$ cat src/rtl/fifo_sync_prog_pkg.sv
// Shared FIFO-family types: the read-mode enum and the count-width helper
// used to size fill counters and threshold ports.
package fifo_pkg;

   typedef enum logic {
      FIFO_FALLTHROUGH = 1'b0,
      FIFO_REGISTERED  = 1'b1
   } fifo_mode_e;

   function automatic int fifo_cw(input int depth);
      return $clog2(depth + 1);
   endfunction

endpackage

$ cat src/rtl/fifo_sync_prog_counter_wrap.sv
// Modulo-MAX up counter with explicit wrap compare, so MAX need not be a
// power of two. Used for the FIFO write and read pointers.
module counter_wrap #(
   parameter int MAX   = 4,
   parameter int WIDTH = 2
) (
   input  logic             i_clk,
   input  logic             i_rst_n,
   input  logic             i_enable,
   output logic [WIDTH-1:0] o_count
);

   always_ff @(posedge i_clk or negedge i_rst_n) begin
      if (!i_rst_n) begin
         o_count <= '0;
      end else if (i_enable) begin
         if (o_count == WIDTH'(MAX - 1))
            o_count <= '0;
         else
            o_count <= o_count + WIDTH'(1);
      end
   end

endmodule

$ cat src/rtl/fifo_sync_prog.sv
// Single-clock FIFO with any DEPTH >= 2, live fill count, programmable
// almost-full/almost-empty thresholds and fall-through or registered reads.
// Define FIFO_SYNC_PROG_ERR_FLAGS_EN to add sticky overflow/underflow outputs.
module fifo_sync_prog
   import fifo_pkg::*;
#(
   parameter int    DATA_WIDTH    = 8,
   parameter int    DEPTH         = 12,
   parameter int    REGISTERED    = 0,
   parameter string INSTANCE_NAME = "DEADF1F0",
   localparam int   CW            = fifo_cw(DEPTH)
) (
   input  logic                  i_clk,
   input  logic                  i_rst_n,
   input  logic                  i_write,
   input  logic [DATA_WIDTH-1:0] i_wr_data,
   output logic                  ow_wr_full,
   output logic                  ow_wr_almost_full,
   input  logic                  i_read,
   output logic [DATA_WIDTH-1:0] o_rd_data,
   output logic                  o_rd_valid,
   output logic                  ow_rd_empty,
   output logic                  ow_rd_almost_empty,
   output logic [CW-1:0]         o_count,
   input  logic [CW-1:0]         i_afull_thresh,
   input  logic [CW-1:0]         i_aempty_thresh
`ifdef FIFO_SYNC_PROG_ERR_FLAGS_EN
   ,
   input  logic                  i_err_clr,
   output logic                  o_overflow,
   output logic                  o_underflow
`endif
);

   localparam int AW = $clog2(DEPTH);

   logic [DATA_WIDTH-1:0] mem [DEPTH];
   logic [AW-1:0]         wr_ptr;
   logic [AW-1:0]         rd_ptr;
   logic [CW-1:0]         count;
   logic                  wr_acc;
   logic                  rd_acc;

   // Accepts use this cycle's flags only; no bypass at full or empty.
   assign wr_acc = i_write && !ow_wr_full;
   assign rd_acc = i_read  && !ow_rd_empty;

   assign ow_wr_full         = (count == CW'(DEPTH));
   assign ow_rd_empty        = (count == '0);
   assign ow_wr_almost_full  = (count >= i_afull_thresh);
   assign ow_rd_almost_empty = (count <= i_aempty_thresh);
   assign o_count            = count;

   counter_wrap #(.MAX(DEPTH), .WIDTH(AW)) u_wr_ptr (
      .i_clk    (i_clk),
      .i_rst_n  (i_rst_n),
      .i_enable (wr_acc),
      .o_count  (wr_ptr)
   );

   counter_wrap #(.MAX(DEPTH), .WIDTH(AW)) u_rd_ptr (
      .i_clk    (i_clk),
      .i_rst_n  (i_rst_n),
      .i_enable (rd_acc),
      .o_count  (rd_ptr)
   );

   always_ff @(posedge i_clk) begin
      if (wr_acc)
         mem[wr_ptr] <= i_wr_data;
   end

   always_ff @(posedge i_clk or negedge i_rst_n) begin
      if (!i_rst_n) begin
         count <= '0;
      end else begin
         unique case ({wr_acc, rd_acc})
            2'b10:   count <= count + CW'(1);
            2'b01:   count <= count - CW'(1);
            default: count <= count;
         endcase
      end
   end

   generate
      if (REGISTERED == int'(FIFO_REGISTERED)) begin : g_registered
         logic [DATA_WIDTH-1:0] rd_data_q;
         logic                  rd_valid_q;

         always_ff @(posedge i_clk or negedge i_rst_n) begin
            if (!i_rst_n) begin
               rd_data_q  <= '0;
               rd_valid_q <= 1'b0;
            end else begin
               rd_valid_q <= rd_acc;
               if (rd_acc)
                  rd_data_q <= mem[rd_ptr];
            end
         end

         assign o_rd_data  = rd_data_q;
         assign o_rd_valid = rd_valid_q;
      end else begin : g_fallthrough
         // Forced to zero while empty so the output is clean out of reset.
         assign o_rd_data  = ow_rd_empty ? '0 : mem[rd_ptr];
         assign o_rd_valid = !ow_rd_empty;
      end
   endgenerate

`ifdef FIFO_SYNC_PROG_ERR_FLAGS_EN
   // Clear wins over a same-cycle set so software never loses a clear.
   always_ff @(posedge i_clk or negedge i_rst_n) begin
      if (!i_rst_n) begin
         o_overflow  <= 1'b0;
         o_underflow <= 1'b0;
      end else if (i_err_clr) begin
         o_overflow  <= 1'b0;
         o_underflow <= 1'b0;
      end else begin
         if (i_write && ow_wr_full)
            o_overflow <= 1'b1;
         if (i_read && ow_rd_empty)
            o_underflow <= 1'b1;
      end
   end
`endif

`ifndef SYNTHESIS
   always @(posedge i_clk) begin
      if (i_rst_n) begin
         if (i_write && ow_wr_full)
            $display("%s: write while full dropped", INSTANCE_NAME);
         if (i_read && ow_rd_empty)
            $display("%s: read while empty ignored", INSTANCE_NAME);
      end
   end
`endif

endmodule

$ cat config.mk
export PLATFORM = sky130hd
export DESIGN_NAME = fifo_sync_prog
export DESIGN_NICKNAME = d
export VERILOG_FILES = /design/src/rtl/fifo_sync_prog_pkg.sv /design/src/rtl/fifo_sync_prog_counter_wrap.sv /design/src/rtl/fifo_sync_prog.sv
export SDC_FILE = /design/constraint.sdc
export NUM_CORES = 1
export LEC_CHECK = 0
export ABC_AREA = 1
export CORE_ASPECT_RATIO = 0.8
export CORE_MARGIN = 4
export CORE_UTILIZATION = 55
export CTS_BUF_LIST = sky130_fd_sc_hd__clkbuf_16
export DETAILED_ROUTE_END_ITERATION = 16
export PLACE_DENSITY = 0.75
export SLEW_MARGIN = 0
export SYNTH_ARGS = -nofsm -noshare
export SYNTH_HDL_FRONTEND = slang
export SYNTH_SLANG_ARGS = --single-unit
$ cat constraint.sdc
create_clock -name i_clk -period 4.5 [get_ports i_clk]
set_input_delay 0.9 -clock i_clk [delete_from_list [all_inputs] [get_ports i_clk]]
set_output_delay 0.9 -clock i_clk [all_outputs]
set_load 0.005 [all_outputs]
# After elaboration in Yosys (flattened, before gate mapping)
# Memories as Yosys holds them, arrays and structs flattened.
# Cells that the tools add are included.
dict set report classes {
  n_mux 6
  addsub 4
  magnitude_cmp 2
  n_reduce_logical 6
  eq_ne 5
}
# operator count
set ops {}
lappend ops {{$add A4 B1 Y4 const B} 3}
lappend ops {{$eq A4 B4 Y1 const B} 3}
lappend ops {{$mux W4} 2}
lappend ops {{$mux W8} 1}
lappend ops {{$pmux W4 S2} 1}
lappend ops {{$ge A4 B4 Y1} 1}
lappend ops {{$le A4 B4 Y1} 1}
lappend ops {{$logic_not A4 Y1} 1}
lappend ops {{$sub A4 B1 Y4 const B} 1}
lappend ops {{$eq A2 B1 Y1 const B} 1}
lappend ops {{$eq A2 B2 Y1 const B} 1}
lappend ops {{$logic_and A1 B1 Y1} 2}
lappend ops {{$logic_not A1 Y1} 2}
lappend ops {{$mux W1} 2}
lappend ops {{$reduce_bool A2 Y1} 1}
dict set report totals {
  ff_bits 12
  word_cells 27
  out_inout_bits 17
  n_memories 1
  input_bits 20
  ramBits 96
}
# memory words word_bits read_ports rd_clocked_by_memory_dff wr line
set mem_list {}
lappend mem_list {mem 12 8 1 0 1 fifo_sync_prog.sv:37} ;# logic [DATA_WIDTH-1:0] mem [DEPTH];

# Depth between registers and ports, before layout
# Gate-level depths: netlist (run 1).
dict set report depth {
  word_depth 5
  mapped_depth 13
  mapped_depth_nobuf 13
}

# By module
# Synthesis (run 1) repeated with hierarchy kept, for this count alone.
dict set report hier_totals {
  cells_unflattened 467
  area_unflattened_um2 4914.7
}
# mod area_each_um2 n_inst seq_area_each_um2 cells_per_inst
set modules_own_cells {}
lappend modules_own_cells {fifo_sync_prog 4506.8 1 2982.9 413}
lappend modules_own_cells {counter_wrap 203.9 2 100.1 27}

# Worst setup path after synthesis (run 1)
# No wires, ideal clock.
dict set report synth_timing {
  path_type {input-to-output}
  from {input port i_afull_thresh[1]}
  to {output port ow_wr_almost_full}
  required_time_ns 3.600
  cell_stages 6
  t_arrival_ns 1.510
  path_slack_ns 2.090
  n_path_buf 0
  cell_sequence {inv_1 > ha_1 > inv_1 > nor2_1 > o211ai_1 > nand3_1}
}
dict set report synth_between {
  elab_chain_len 1
}
# element line
set synth_lines {}
lappend synth_lines {{start, declared} fifo_sync_prog.sv:25} ;# input logic [CW-1:0] i_afull_thresh,
lappend synth_lines {{$ge A4 B4 Y1} fifo_sync_prog.sv:50} ;# assign ow_wr_almost_full = (count >= i_afull_thresh);
lappend synth_lines {{end, declared} fifo_sync_prog.sv:18} ;# output logic ow_wr_almost_full,
# Every way passes these cells.

# Worst setup path in the final report (run 1)
dict set report layout_timing {
  from {input port i_aempty_thresh[3]}
  to {output port ow_rd_almost_empty}
}
dict set report layout_between {
  elab_chain_len 1
}
# element line
set layout_lines {}
lappend layout_lines {{start, declared} fifo_sync_prog.sv:26} ;# input logic [CW-1:0] i_aempty_thresh
lappend layout_lines {{$le A4 B4 Y1} fifo_sync_prog.sv:51} ;# assign ow_rd_almost_empty = (count <= i_aempty_thresh);
lappend layout_lines {{end, declared} fifo_sync_prog.sv:23} ;# output logic ow_rd_almost_empty,
# Every way passes these cells.

==> impl_results.md, run 1 <==
- Outcome: completed
- # nets final: 532
- Drt pass-1 iters: 5
- Share of total power in sequential cells: 0.387
- Setup slack after layout: 1.01 ns
- Crit share post-route: 0.776
- First-pass GRT wire length: around 18000 um
- Arr. time, crit path: 2.59 ns
- WL/cell: 17.5 um
- Clock sink total: 108
- GRT overflow: 0
- Initial antenna violation count: 0
- Slowest-stage cell, CP: clkdlybuf4s50_1
- Fmax: around 0.29 GHz
- Post-synthesis cell count: around 460
- Overall routing resource usage: 0.221
- Sequential area share after synthesis: 0.653
- Comb pwr share: 0.409
- Post-Syn Area per Cell: between 10 and 15 sq um
- Filler cells: 658
- Static Leak: 2.22 nW
- Unrepaired setup endpoints after global routing: false
- Final wirelength: around 11000 um
- PostCTS Resize Cnt: 0
- Max-Cap Viols: 0
- Residual DRC: 0
- Clk_skew: slightly above 0.007 ns
- Flops & latches, synth: 108
- Setup_tns: 0 ns
- Initial Util: 0.569
- Clock Latency Late Sink: 0.35 ns
- Critical-path cell list: clkdlybuf4s50_1 -> inv_1 -> ha_1 -> a21oi_1 -> o21ai_0 -> o21ai_0 -> clkdlybuf4s50_1
- Hold Crit Class: flop to flop
- Final setup fails: 0
- Largest net degree at the start of global routing: 58
- Clock share of power: 0.204
- Antenna Nets Post-Route: 0
- Crit end category: output pin
- Core footprint: 8560 sq um
- Psw: 1.33 mW
- Crit path required time: 3.60 ns
- Vias: 3418
- Tmin final: 3.49 ns
- Switching share of power: 0.379
- Die width: 113 um
- Htree depth: 3
- Full die area: about 10000 sq um
- Die height: 92.2 um
- CP peak stage delay: 0.58 ns
- Clock buffer depth: 2
- Layout cell share with drive strength beyond 1: 0.0559
- Average vias per placed instance: 5.58
- # diodes: 0
- TritonCTS clock tree: yes
- Largest vdd supply drop: 0.298 mV
- Synth unique cells: 24
- First-iteration detailed-routing DRC count: 298
- Hold_buf cts: 0
- Final GP Congestion: 0.826
- Post-Syn Area: about 4900 sq um
- Pre-CTS setup slack: 1.02 ns
- Pins Over Slew Limit: 0
- HPWL after detailed placement: 6970 um
- Mapped Nets: 493
- IO Count: 37
- Internal: between 2 and 2.5 mW
- Slew HR: 0.485
- # Post-CTS Setup Buffers: 0
- Crit path max fanout: 2
- Row cnt: 30
- Synth warn: 0
- Number of global-route vias before repair: 3411
- Port Buf Inserts: 36
- P per Cell Area: 627 nW/um^2
- Root Driver: clkbuf_16
- Area growth syn-to-layout: 14.7%
- CTS buffer count: 9
- Critical Path Start Type: input pin
- Final hold violations: 0
- Critical path class: input pin to output pin
- Slew @ Worst Pin: 0.769 ns
- Clock transition at path regs: 0.06 ns
[placed cells by master (no fill, tap or decap)]
master / instances
clkinv_4: 1
inv_1: 33
nor2_1: 46
ha_1: 16
a21oi_1: 30
o21ai_1: 7
o21ai_0: 20
xnor2_1: 2
inv_6: 1
inv_2: 2
clkinvlp_4: 2
clkbuf_16: 9
o211ai_1: 1
o31ai_1: 1
nand2_1: 108
edfxtp_1: 96
nand3_1: 48
clkdlybuf4s50_1: 36
xor2_1: 1
clkinv_1: 4
nor2_2: 1
buf_4: 12
nor3_1: 10
nand4_1: 2
dfrtp_1: 12
[sequential cells by signal, indices dropped and copies added, names as in the netlist]
name / flops
u_rd_ptr.o_count: 4
o_count: 4
mem: 96
u_wr_ptr.o_count: 4
[worst paths after layout]
kind,end,depth (start not counted),slack [ns],startpoint
setup / recovery,ow_rd_almost_empty,7,1.01,i_aempty_thresh[3]
hold / removal,u_wr_ptr.o_count[3],2,0.55,u_wr_ptr.o_count[3]
max in group asynchronous,o_count[3],1,3.24,i_rst_n
min in group asynchronous,o_count[1],1,0.91,i_rst_n
setup reg to reg,o_count[2],11,2.00,o_count[1]
hold reg to reg,u_wr_ptr.o_count[3],2,0.55,u_wr_ptr.o_count[3]
[per-stage QoR]
| step | power, mW | instances | utilization | cell area (sq um) | hold WS, ns |
|---|---|---|---|---|---|
| floorplan | 2.28 | 457 | - | 4870 | 0.497 |
| global route | 3.76 | 613 | 0.653 | 5590 | 0.600 |
| global placement | 2.73 | 597 | 0.622 | 5320 | 0.530 |
| finish | 3.50 | 613 | 0.653 | 5590 | 0.553 |
| CTS | 3.51 | 613 | 0.653 | 5590 | 0.559 |
| detailed placement | 2.80 | 597 | 0.622 | 5320 | 0.542 |
[area by class of cell]
cell class                      count  area, sq um  share of cell area
Multi-Input combinational cell    293         1410               0.253
Inverter                           36          135              0.0242
Clock inverter                      7         43.8             0.00783
Timing Repair Buffer               48          450              0.0806
Clock buffer                        9          225              0.0403
Sequential cell                   108         3180               0.569
Tap cell                          112          140              0.0251
[worst max-delay path: cells and delay by family]
kind / cells / cell delay (ns)
fa+ha+maj: 1 / 0.29
compound gates: 3 / 0.31
buf+inv: 3 / 1.08
[power groups by stage]
stage	logic, mW	clock network (mW)	registers (mW)
after floorplan	0.947	0	1.33
after global placement	1.37	0	1.37
after detailed placement	1.42	0	1.38
after CTS	1.43	0.718	1.36
after global routing	1.61	0.770	1.37
final	1.43	0.713	1.36
[routing by layer]
layer | GRT usage | vias up | wire [um] | part of all wire
li1 | - | 1636 | - | -
met1 | 0.307 | 1640 | 4650 | 0.43
met2 | 0.351 | 124 | 5200 | 0.48
met3 | 0.0541 | 18 | 724 | 0.067
met4 | 0.0561 | 0 | 172 | 0.016
met5 | 0 | - | 0 | 0
[logic make-up after synthesis]
logic type,share of synthesized area
AO/OA/AOI/OAI,0.0616
adder cells (fa/ha/maj),0.0411
XOR/XNOR,0.00539
buffers and inverters,0.0567
AND/OR/NAND/NOR,0.182
flip-flops,0.653
[cell usage after synthesis, drive strengths merged]
master | count | share of area
a21oi | 30 | 0.031
buf | 18 | 0.027
clkbuf | 2 | 0.0015
clkinv | 2 | 0.0015
dfrtp | 12 | 0.062
edfxtp | 96 | 0.59
ha | 16 | 0.041
inv | 34 | 0.026
nand2 | 108 | 0.083
nand3 | 48 | 0.049
nand4 | 2 | 0.0026
nor2 | 47 | 0.037
nor3 | 10 | 0.010
o211ai | 1 | 0.0015
o21ai | 27 | 0.028
o31ai | 1 | 0.0015
xnor2 | 2 | 0.0036
xor2 | 1 | 0.0018
No activity file was read; power rests on OpenSTA's default activity.
==> run 2, diff against run 1 <==
clock period = 3.62 ns   (was 4.5 ns; I/O delays follow)
==> run 2 against run 1 <==
Effect of this change:
- first-iteration DRC count rose by 29%
- via count fell by 0.59%
- flip-flop and latch count did not move
- power rose by 24%
- cell count rose by 0.33%
- largest cell class unchanged
- largest power group unchanged
==> impl_results.md, run 2 (synthesis results as in run 1) <==
- # Post-CTS Setup Buffers: 0
- # diodes: 0
- Initial antenna violation count: 0
- Commonest cells after routing, fill and taps aside: nand2_1, edfxtp_1, nand3_1
- Slew HR: 0.464
- Register-to-Register Path Depth: 12
- Port Buf Inserts: 36
- CTS buffer count: 9
- Clock buffer depth: 2
- Crit path required time: 2.90 ns
- Clock transition at path regs: 0.06 ns
- Largest net degree at the start of global routing: 58
- HPWL after detailed placement: 6910 um
- Crit end category: output pin
- Pins Over Slew Limit: 0
- WL/cell: 16.8 um
- TritonCTS clock tree: yes
- Placed cell area: 5340 sq um
- Hold EP: u_wr_ptr.o_count[3]
- Average vias per placed instance: 5.53
- Hold Crit Start: u_wr_ptr.o_count[3]
- Hold path depth: 2
- Vias: 3398
- First-iteration detailed-routing DRC count: 383
- Most common cell after layout, fill and taps aside: nand2_1
- PostCTS Resize Cnt: 0
- Unrepaired setup endpoints after global routing: false
- Pre-CTS setup slack: between 0.5 and 0.6 ns
- Reg2Reg Setup Slack: 1.05 ns
- Setup_tns: 0 ns
- Grt met2 use: 0.329
- Clock Latency Late Sink: 0.34 ns
- Slew @ Worst Pin: between 0.8 and 0.9 ns
- Max FFs per register: 96
- Die height: just over 90 um
- Clock sink total: 108
- Arr. time, crit path: between 2 and 2.5 ns
- First-pass GRT wire length: 16800 um
- Final setup fails: 0
- Critical Path Start Type: flop
- Outcome: completed
- RR Endpoint: o_count[2]
- Antenna Nets Post-Route: 0
- Final wirelength: ~10000 um
- Largest vdd supply drop: 0.365 mV
- Number of global-route vias before repair: approximately 3300
- Crit path max fanout: 35
- Design area: 5610 sq um
- GRT overflow: 0
- P per Cell Area: 772 nW/um^2
- Tmin final: 3.13 ns
- Layout cell share with drive strength beyond 1: 0.0596
- IO Count: 37
- Critical path class: flop to output pin
- Full die area: 10400 sq um
- Clk_skew: 0.00544 ns
- Htree depth: 3
- Overall routing resource usage: 0.214
- Row cnt: 30
- Drt pass-1 iters: 5
- # nets final: approximately 530
- Max-Cap Viols: 0
- Setup slack after layout: 0.487 ns
- Met1 Usage GRT: 0.301
- Hold_buf cts: 0
- Static Leak: 2.24 nW
- Die width: 113 um
- Residual DRC: 0
- Final GP Congestion: 0.831
- M3 GR Usage: 0.0482
- Biggest register: mem
- Fmax: 0.319 GHz
- Most Crowded Layer GR: met2
- Root Driver: clkbuf_16
- Final hold violations: 0
- Fin util: 0.655
- Worst setup startpoint: u_rd_ptr.o_count[1]
- Critical R2R Launch: o_count[1]
- Crit share post-route: 0.865
- Area growth syn-to-layout: 15.1%
- Core footprint: 8560 sq um
- Hold Crit Class: flop to flop
- Initial Util: 0.569
==> run 2: cell types whose count changed in the layout (fill, tap and decap cells not counted) <==
| cell | previous run | this run |
|---|---|---|
| clkinv_1 | 4 | 3 |
| clkinv_4 | 1 | 2 |
| clkinvlp_4 | 2 | 1 |
| buf_4 | 12 | 14 |
| inv_1 | 33 | 34 |
==> run 2: layout make-up <==
cell class / instances / area, sq um
clock inverters: 7 / 45.0
flip-flops and latches: 108 / 3180
fillers: 657 / 2950
well taps: 112 / 140
clock buffers: 9 / 225
inverters: 36 / 135
repair buffers: 50 / 465
multi-input cells: 293 / 1410
==> run 2: how the worst max path moves through the flow <==
| stage | endpoint | slack [ns] | cells after the start |
|---|---|---|---|
| floorplan | ow_wr_almost_full | 1.56 | 6 |
| detailed placement | ow_rd_almost_empty | 0.53 | 7 |
| global route | o_rd_data[6] | 0.23 | 8 |
| global placement | ow_rd_almost_empty | 0.57 | 7 |
| finish | o_rd_data[6] | 0.49 | 8 |
| CTS | o_rd_data[6] | 0.48 | 8 |
==> run 2: report_power, final <==
group          total, mW  internal, mW  switching [mW]
logic               1.77         0.714            1.06
registers           1.68          1.54           0.142
clock network      0.877         0.464           0.413
total               4.33          2.72            1.62
==> run 2: stage by stage <==
| stage | cells | total power [mW] | hold slack (ns) |
|---|---|---|---|
| after floorplan | 457 | 2.83 | 0.428 |
| after global placement | 599 | 3.41 | 0.532 |
| after detailed placement | 599 | 3.47 | 0.555 |
| after CTS | 615 | 4.35 | 0.575 |
| after global routing | 615 | 4.66 | 0.627 |
| final | 615 | 4.33 | 0.571 |
==> run 2: routing by layer <==
metal | share of wire | up-vias | routed length (um)
met5 | 0 | - | 0
met4 | 0.018 | 0 | 187
met3 | 0.095 | 16 | 981
met2 | 0.47 | 161 | 4890
met1 | 0.41 | 1579 | 4300
li1 | - | 1642 | -
==> run 2: critical path, cell delays in order, from the launching register on <==
cell and delay [ns]:
dfrtp_1 0.32, buf_4 0.38, inv_2 0.26, nand3_1 0.15, nand3_1 0.09, nand2_1 0.11, nor2_1 0.08, nor2_1 0.16
clkdlybuf4s50_1 0.53
==> run 3, diff against run 2 <==
CORE_ASPECT_RATIO = 2   (was 0.8)
==> run 3 against run 2 <==
Effect of this change:
- fmax fell by 3.6%
- first-iteration DRC count rose by 0.78%
- non-clock buffer count did not move
- register-to-register slack barely moved
- utilization fell by 0.44 points
- combinational power fell by 3%
- highest routed layer unchanged
- via count fell by 0.62%
- worst hold slack got worse by 0.0083 ns
- sequential share of layout area fell by 0.21 points
==> impl_results.md, run 3 (synthesis results as in run 1) <==
- Final setup fails: 0
- Antenna Nets Post-Route: 0
- Internal: 2.85 mW
- Static Leak: about 2.3 nW
- Setup slack after layout: between 0.3 and 0.4 ns
- Fin util: 0.651
- Number of global-route vias before repair: 3371
- Die height: 141 um
- Comb pwr share: 0.390
- Critical path class: flop to output pin
- Row cnt: 48
- Port Buf Inserts: 36
- CP bufs+invs: 2
- Clock transition at path regs: 0.06 ns
- Die width: 74.6 um
- Overall routing resource usage: 0.212
- Critical-path cell list: inv_2 -> nor2_1 -> o21ai_1 -> nand3_1 -> nand2_1 -> nor2_1 -> clkdlybuf4s50_1
- Tmin final: 3.25 ns
- Average vias per placed instance: roughly 5.6
- Critical R2R Launch: o_count[1]
- Hold Crit Start: u_wr_ptr.o_count[3]
- Drt pass-1 iters: 6
- Biggest register: mem
- IO Count: 37
- Psw: 1.57 mW
- Final GP Congestion: 0.870
- Pins Over Slew Limit: 0
- Largest net degree at the start of global routing: 44
- Hold Crit Class: flop to flop
- First-pass GRT wire length: roughly 17000 um
- Arr. time, crit path: about 2.5 ns
- HPWL after detailed placement: 7270 um
- CP peak stage delay: 0.72 ns
- PostCTS Resize Cnt: 0
- Initial Util: 0.564
- TritonCTS clock tree: yes
- WL/cell: about 17 um
- GRT overflow: 0
- Slowest-stage cell, CP: dfrtp_1
- Crit end category: output pin
- # diodes: 0
- DP Cell Count: slightly below 600
- First-iteration detailed-routing DRC count: 386
- Crit share post-route: 0.898
- Most Frequent Cell on Critical Path: nor2_1
- Outcome: completed
- Largest vdd supply drop: 0.475 mV
- Clock Latency Late Sink: 0.33 ns
- Clock sink total: 108
- Pre-CTS setup slack: 0.543 ns
- Full die area: 10500 sq um
- Fmax: 0.308 GHz
- Slew HR: 0.408
- Critical Path Start Type: flop
- Slew @ Worst Pin: 0.885 ns
- Clk_skew: ~0.0067 ns
- Layout cell share with drive strength beyond 1: 0.0596
- Worst setup startpoint: u_rd_ptr.o_count[1]
- Reg2Reg Setup Slack: about 1.1 ns
- Final wirelength: 10200 um
- Clock share of power: 0.223
- Initial antenna violation count: 0
- Max FFs per register: 96
- Vias: 3377
- Hold path depth: 2
- Register-to-Register Path Depth: 12
- Crit path required time: 2.90 ns
- Clock buffer depth: 2
- Filler cells: ~660
- Max-Cap Viols: 0
- Crit path max fanout: 17
- # Post-CTS Setup Buffers: 0
- Core footprint: ~8600 sq um
- CTS buffer count: 9
- Delay-heaviest family, CP: buffers and inverters
- Share of total power in sequential cells: 0.387
- Final hold violations: 0
- Switching share of power: 0.355
- Area growth syn-to-layout: 15.5%
- Root Driver: clkbuf_16
- Residual DRC: 0
- # nets final: 534
- Most common cell after layout, fill and taps aside: nand2_1
- Hold_buf cts: 0
- P per Cell Area: 784 nW/um^2
- Layout Cells excl Fill: 603
- RR Endpoint: o_count[2]
- Unrepaired setup endpoints after global routing: false
- Setup_tns: 0 ns
- Hold EP: u_wr_ptr.o_count[3]
- Commonest cells after routing, fill and taps aside: nand2_1, edfxtp_1, nand3_1
- Htree depth: 3
[run 3: cell count changes in the layout (fill, tap and decap cells not counted), sizes merged]
cell,previous run,this run
clkinvlp,1,0
inv,37,34
clkinv,5,7
bufinv,0,2
[run 3: metrics by stage]
stage	hold WS, ns	total power [mW]	area (sq um)
floorplan	0.428	2.83	4870
global route	0.605	4.75	5630
finish	0.563	4.41	5630
detailed placement	0.551	3.46	5320
CTS	0.567	4.44	5630
global placement	0.516	3.40	5320
[run 3: per-layer routing]
layer,track usage,share of wire,vias up
li1,-,-,1648
met1,0.241,0.36,1571
met2,0.390,0.56,130
met3,0.0293,0.047,28
met4,0.0769,0.036,0
met5,0,0,-
[run 3: power by group through the flow]
stage	sequential, mW	clock, mW	combinational, mW
6_report	1.71	0.983	1.72
5_1_grt	1.73	1.05	1.97
4_1_cts	1.71	0.995	1.74
3_5_place_dp	1.73	0	1.72
3_3_place_gp	1.72	0	1.68
2_1_floorplan	1.65	0	1.18
[run 3: tightest hold or removal path: cells and delay by family, from the launching register on]
family           cells  cell delay (ns)
AND/OR/NAND/NOR      1             0.06
AO/OA/AOI/OAI        1             0.07
flip-flops           1             0.39
[run 3: cell type report]
class	instances	area, sq um	share of cell area
sequential	108	3180	0.565
clock inverter	7	81.3	0.0144
clock buffer	9	225	0.0400
multi-input combinational	293	1410	0.251
timing repair buffer	50	465	0.0827
inverter	36	135	0.0240
tap	100	125	0.0222
[run 3: worst max-delay path by stage]
| stage | endpoint | cells after the start |
|---|---|---|
| floorplan | ow_wr_almost_full | 6 |
| global placement | ow_rd_almost_empty | 7 |
| detailed placement | ow_rd_almost_empty | 7 |
| CTS | o_rd_data[5] | 7 |
| global route | o_rd_data[5] | 7 |
| finish | o_rd_data[5] | 7 |
